## config.mk

```make
export PLATFORM = sky130hd
export DESIGN_NAME = booth_r4_seq_mult
export DESIGN_NICKNAME = d
export VERILOG_FILES = /design/src/rtl/booth_pkg.sv /design/src/rtl/booth_pp_select.sv /design/src/rtl/booth_r4_enc.sv /design/src/rtl/booth_r4_seq_mult.sv
export SDC_FILE = /design/constraint.sdc
export NUM_CORES = 1
export LEC_CHECK = 0
export ABC_CLOCK_PERIOD_IN_PS = 8500
export CAP_MARGIN = 20
export CORE_ASPECT_RATIO = 1.75
export CORE_MARGIN = 4
export CORE_UTILIZATION = 40
export CTS_CLUSTER_SIZE = 30
export DETAILED_ROUTE_END_ITERATION = 12
export SLEW_MARGIN = 20
export SYNTH_ARGS = -nofsm -noshare
export SYNTH_HDL_FRONTEND = slang
export SYNTH_SLANG_ARGS = --single-unit
```

## constraint.sdc

```tcl
create_clock -name clk -period 8.5 [get_ports clk]
set_input_delay 0.85 -clock clk [delete_from_list [all_inputs] [get_ports clk]]
set_output_delay 0.85 -clock clk [all_outputs]
set_load 0.01 [all_outputs]
```

## src/rtl/booth_pkg.sv

```systemverilog
// Shared types for the radix-4 Booth multiplier slice: FSM states, encoder bundle, digit count.
package booth_pkg;

    typedef enum logic [1:0] {
        ST_IDLE = 2'd0,
        ST_BUSY = 2'd1,
        ST_DONE = 2'd2
    } state_t;

    typedef struct packed {
        logic neg;
        logic two;
        logic zero;
    } booth_enc_t;

    // Unsigned operands need one extra digit to absorb the zero-extended top bits.
    function automatic int unsigned digit_count(input int unsigned width, input logic tc);
        return tc ? (width / 2) : (width / 2 + 1);
    endfunction

endpackage

```

## src/rtl/booth_pp_select.sv

```systemverilog
// Partial-product select: weighted multiplicand -> 0 / A / 2A, ones-complemented when negative.
// Latency: combinational. Backpressure: none.
// Negation completes through cin, which the accumulator adds as its carry-in.
module booth_pp_select
    import booth_pkg::*;
#(
    parameter int PW = 32
) (
    input  logic [PW-1:0] a_w,
    input  booth_enc_t    enc,
    output logic [PW-1:0] pp,
    output logic          cin
);

    logic [PW-1:0] mag;

    always_comb begin
        mag = '0;
        if (!enc.zero)
            mag = enc.two ? (a_w << 1) : a_w;
        pp  = enc.neg ? ~mag : mag;
        cin = enc.neg;
    end

endmodule

```

## src/rtl/booth_r4_enc.sv

```systemverilog
// Radix-4 Booth encoder cell: 3-bit window {b[2k+1], b[2k], b[2k-1]} to neg/two/zero.
// Latency: combinational. Backpressure: none.
// Both all-zeros and all-ones windows select zero; neg is never set together with zero.
module booth_r4_enc
    import booth_pkg::*;
(
    input  logic [2:0]  win,
    output booth_enc_t  enc
);

    always_comb begin
        enc.zero = (win == 3'b000) || (win == 3'b111);
        enc.two  = (win == 3'b011) || (win == 3'b100);
        enc.neg  = win[2] && !enc.zero;
    end

endmodule

```

## src/rtl/booth_r4_seq_mult.sv

```systemverilog
// Sequential radix-4 Booth multiplier, one digit per cycle, unsigned or two's-complement per op.
// Latency: WIDTH/2 cycles (tc) or WIDTH/2+1 (unsigned) from accept to out_valid.
// Backpressure: holds product in DONE until out_ready; in_ready only in IDLE.
module booth_r4_seq_mult
    import booth_pkg::*;
#(
    parameter int WIDTH = 16
) (
    input  logic               clk,
    input  logic               rst_n,
    input  logic               in_valid,
    output logic               in_ready,
    input  logic [WIDTH-1:0]   in_a,
    input  logic [WIDTH-1:0]   in_b,
    input  logic               in_tc,
    output logic               out_valid,
    input  logic               out_ready,
    output logic [2*WIDTH-1:0] out_p,
    output logic               busy
);

    localparam int PW = 2 * WIDTH;
    localparam int BW = WIDTH + 3;
    localparam int KW = $clog2(WIDTH / 2 + 2);

    state_t        state;
    logic [PW-1:0] acc;
    logic [PW-1:0] mcand;
    logic [BW-1:0] mplr;
    logic [KW-1:0] k;
    logic [KW-1:0] last_k;

    booth_enc_t    enc;
    logic [PW-1:0] pp;
    logic          cin;
    logic [PW-1:0] acc_nxt;

    // Window is always the low 3 bits; the multiplier register shifts right 2 per digit.
    booth_r4_enc u_enc (
        .win (mplr[2:0]),
        .enc (enc)
    );

    booth_pp_select #(.PW(PW)) u_pp (
        .a_w (mcand),
        .enc (enc),
        .pp  (pp),
        .cin (cin)
    );

    assign acc_nxt   = acc + pp + {{(PW-1){1'b0}}, cin};

    assign in_ready  = (state == ST_IDLE);
    assign out_valid = (state == ST_DONE);
    assign busy      = (state != ST_IDLE);

    always_ff @(posedge clk or negedge rst_n) begin
        if (!rst_n) begin
            state  <= ST_IDLE;
            acc    <= '0;
            mcand  <= '0;
            mplr   <= '0;
            k      <= '0;
            last_k <= '0;
            out_p  <= '0;
        end else begin
            case (state)
                ST_IDLE: begin
                    if (in_valid) begin
                        mcand  <= in_tc ? {{WIDTH{in_a[WIDTH-1]}}, in_a} : {{WIDTH{1'b0}}, in_a};
                        // b[-1]=0 below the LSB; two extension bits feed the extra unsigned digit.
                        mplr   <= {{2{in_tc & in_b[WIDTH-1]}}, in_b, 1'b0};
                        last_k <= KW'(digit_count(WIDTH, in_tc) - 1);
                        k      <= '0;
                        acc    <= '0;
                        state  <= ST_BUSY;
                    end
                end
                ST_BUSY: begin
                    acc   <= acc_nxt;
                    mcand <= mcand << 2;
                    mplr  <= mplr >> 2;
                    k     <= k + 1'b1;
                    if (k == last_k) begin
                        out_p <= acc_nxt;
                        state <= ST_DONE;
                    end
                end
                ST_DONE: begin
                    if (out_ready)
                        state <= ST_IDLE;
                end
                default: state <= ST_IDLE;
            endcase
        end
    end

endmodule

```

==> key figures <==
STA
  – Relative slew slack: between 30% and 40%
  – Final sum of negative setup slack: 0 ns
  – Worst clock skew: 0.008158 ns
  – F_max: about 230 MHz
  – Worst-margin pin slew: 0.9313 ns
  – Final period utilization: between 50% and 60%
  – Final Hold Vio Count: 0
  – Post-layout min period: 4.289 ns
  – Count of endpoints failing setup in the final report: 0
  – Unrepaired setup endpoints after global routing: no
  – Final Max Tran Viols: 0

Detailed routing
  – DR DRC count: 0
  – Final antenna-violating net count: 0
  – Via count of the routed design: 6117
  – Iter 0 DRT Violations: 424
  – Detailed-route vias per instance: between 5 and 6
  – Final WL: between 15000 and 20000 µm
  – Detailed-router iteration count before antenna repair: 7
  – Average wire per standard cell: around 17 µm

Setup path
  – Startpoint Class: register
  – Capturing point of the worst reg2reg path: acc[28]$_DFFE_PN0P_
  – Critical path class: reg -> reg
  – Category of the worst setup path capture point: register
  – WP data arrival: 4.62 ns
  – Critical path required time: ~8.8 ns
  – FF-to-FF path depth: 13
  – Largest fanout on the critical path: 35
  – Worst r2r src: mplr[2]$_DFFE_PN0P_
  – Worst setup slack for register-to-register paths: 4.21 ns

Clock network
  – Count of hold-fix buffers inserted at cts: 0
  – Insertion delay to the later sink of the worst-skew pair: 0.41 ns
  – Number of sinks on the clock net: 122
  – Buffer levels on the longest clock path: 2
  – Library cell used as clock root buffer: sky130_fd_sc_hd__clkbuf_16
  – Total number of H-tree levels: 4
  – Clock slew seen by the registers of the worst setup and hold paths: 0.06 ns
  – Total CTS buffers: 17
  – Post CTS Setup Buffer Count: 0
  – TritonCTS clock tree: done
  – Post-cts gate resize count: 0

Die
  – Top-level port count: 72
  – Overall die width: 108.1 µm
  – Die outline height: about 180 µm
  – Starting utilization of the core area: about two fifths
  – Cell Rows: 63
  – Area of the die: ~20000 µm²
  – Core footprint: roughly 17000 µm²

Global routing
  – Antenna violations before repair: 0
  – Vias in the first global route: just over 6000
  – Tot GR Track Use: 19.27%
  – Wire length of the first global-routing pass: 30640 µm
  – Largest net degree at the start of global routing: roughly 70
  – Aggregate global routing overflow: 0

Hold path
  – Hold endpoint: out_p[12]$_DFFE_PN0P_
  – Hold crit path type: reg -> reg
  – Min-delay src: out_p[12]$_DFFE_PN0P_
  – Hold Path Depth: 2

Synth
  – Portion of synthesized cell area occupied by the leading cell type: 43.49%
  – Seq/Total Area, Yosys: 43.49%
  – Post-Synthesis Cells: 801
  – Largest family of logic cells by synthesized area: compound AO/OA/AOI/OAI gates
  – Ys Warns: 0
  – Synthesized cell area: 7020 µm²
  – Leading register cell type out of synthesis: sky130_fd_sc_hd__dfrtp_1
  – Main area contributors after synthesis: sky130_fd_sc_hd__dfrtp_1, sky130_fd_sc_hd__o21ai_0, sky130_fd_sc_hd__xor2_1, sky130_fd_sc_hd__ha_1, sky130_fd_sc_hd__nand2_1
  – Netlist cell types: 53
  – Post-synthesis compound-gate area fraction: a little over a fifth
  – XOR/XNOR share of the synthesized area: between 7 and 8%
  – Post-Synth Simple-Gate Area: 17.80%
  – Post-synthesis async set-or-reset flop share: 100.0%
  – Synth Area in Adders: 6.345%
  – Multiplexer share of the synthesized area: 0.6238%
  – Syn Area/Cell: 8.765 µm²
  – Cell types with the highest counts after synthesis: sky130_fd_sc_hd__dfrtp_1, sky130_fd_sc_hd__nand2_1, sky130_fd_sc_hd__o21ai_0
  – Biggest area consumer among synthesized cells: sky130_fd_sc_hd__dfrtp_1
  – Net Count, Synth: ~870
  – EDFF count, synth: 0
  – Most instantiated library cell after synthesis: sky130_fd_sc_hd__dfrtp_1
  – Synth Register Bits: approximately 120

Cells and area
  – Layout cells sized above 1: about 6.6%
  – Area overhead of the layout relative to synthesis: 20.98%
  – Antenna diode instance count: 0
  – Layout net count: between 900 and 1000
  – Final cell count without fillers: between 1000 and 1500

Placement
  – Count of input and output buffers: 71
  – Cell count after placement: 1057
  – Weighted congestion at the end of routability-driven global placement: 0.9510
  – HPWL reported at the end of detailed placement: approximately 13000 µm

Status
  – Status: complete, no violations

Flow run
  – Max-cap violations: 0
final cells by class:
class | instances | area, µm²
clock buffers | 17 | 425.4
clock inverters | 15 | 153.9
fillers | 1670 | 8612
inverters | 7 | 26.28
multi-input cells | 624 | 3797
flip-flops and latches | 122 | 3053
well taps | 227 | 284.0
repair buffers | 77 | 753.2
how the worst max path moves through the flow:
stage                     cells past startpoint                start  slack [ns]                    end
after global placement                       13  mplr[1]$_DFFE_PN0P_        4.36  out_p[28]$_DFFE_PN0P_
after CTS                                    13  mplr[2]$_DFFE_PN0P_        4.24    acc[28]$_DFFE_PN0P_
final                                        13  mplr[2]$_DFFE_PN0P_        4.21    acc[28]$_DFFE_PN0P_
after floorplan                              15  mplr[2]$_DFFE_PN0P_        4.96    acc[28]$_DFFE_PN0P_
after global routing                         13  mplr[2]$_DFFE_PN0P_        3.90  out_p[28]$_DFFE_PN0P_
after detailed placement                     13  mplr[2]$_DFFE_PN0P_        4.27    acc[28]$_DFFE_PN0P_
routing by layer:
| layer | up-vias | global-route usage, % | wire length (µm) |
|---|---|---|---|
| met5 | - | 0 | 0 |
| met4 | 0 | 6.522 | 385 |
| met3 | 29 | 2.607 | 708 |
| met2 | 169 | 33.85 | 9701 |
| met1 | 2963 | 24.15 | 7779 |
| li1 | 2956 | - | - |
through the flow:
step / setup slack, ns / hold WS (ns) / cell area, µm² / util, %
6_report: 4.211 / 0.4754 / 8493 / 49.65
5_1_grt: 3.901 / 0.4965 / 8493 / 49.65
4_1_cts: 4.243 / 0.4830 / 8488 / 49.62
3_5_place_dp: 4.266 / 0.4691 / 7909 / 46.24
3_3_place_gp: 4.365 / 0.4601 / 7893 / 46.14
2_1_floorplan: 4.958 / 0.4563 / 7020 / -
critical path: stages, from the launching register on:
cell and delay, ns:
sky130_fd_sc_hd__dfrtp_1 0.32, sky130_fd_sc_hd__buf_4 0.44, sky130_fd_sc_hd__nand2_1 0.63, sky130_fd_sc_hd__o21ai_0 0.41, sky130_fd_sc_hd__ha_1 0.34, sky130_fd_sc_hd__a21oi_1 0.16, sky130_fd_sc_hd__o21ai_0 0.17, sky130_fd_sc_hd__a221oi_1 0.45
sky130_fd_sc_hd__nand3b_1 0.21, sky130_fd_sc_hd__a21oi_2 0.25, sky130_fd_sc_hd__nor2b_1 0.08, sky130_fd_sc_hd__or4b_1 0.47, sky130_fd_sc_hd__o31a_1 0.15, sky130_fd_sc_hd__o21ai_2 0.12
cell families (layout without fill, tap and decap cells):
| family | after synthesis | in the layout |
|---|---|---|
| xor gates and xnor gates | 63 | 63 |
| adders and majority gates | 35 | 35 |
| DFF | 122 | 122 |
| AOI/OAI and AO/OA | 239 | 239 |
| buffers and inverters | 55 | 116 |
| and+or+nand+nor | 283 | 283 |
| muxes | 4 | 4 |
flip-flops by register name (all words and copies together) (netlist names):
signal  count
acc        32
mcand      32
last_k      2
out_p      32
mplr       18
state       2
k           4
cell usage in the layout (no fill, tap or decap), types with 4 or more instances in the layout:
cell	count
sky130_fd_sc_hd__o21bai_1	4
sky130_fd_sc_hd__and2_1	5
sky130_fd_sc_hd__nor4_1	4
sky130_fd_sc_hd__xor2_1	48
sky130_fd_sc_hd__inv_1	7
sky130_fd_sc_hd__clkbuf_16	17
sky130_fd_sc_hd__nor2_1	71
sky130_fd_sc_hd__o22ai_1	28
sky130_fd_sc_hd__buf_4	7
sky130_fd_sc_hd__clkdlybuf4s50_1	70
sky130_fd_sc_hd__nand2_1	105
sky130_fd_sc_hd__nand3_1	69
sky130_fd_sc_hd__nand2b_1	4
sky130_fd_sc_hd__inv_6	8
sky130_fd_sc_hd__a22oi_1	30
sky130_fd_sc_hd__and3_1	4
sky130_fd_sc_hd__dfrtp_1	122
sky130_fd_sc_hd__xnor2_1	14
sky130_fd_sc_hd__nor3_1	5
sky130_fd_sc_hd__o21ai_0	103
sky130_fd_sc_hd__ha_1	34
sky130_fd_sc_hd__a21o_1	5
sky130_fd_sc_hd__a21oi_1	33
Power is not shown: default switching activity piles up to over one toggle a cycle in this logic, so the estimate is an artifact.
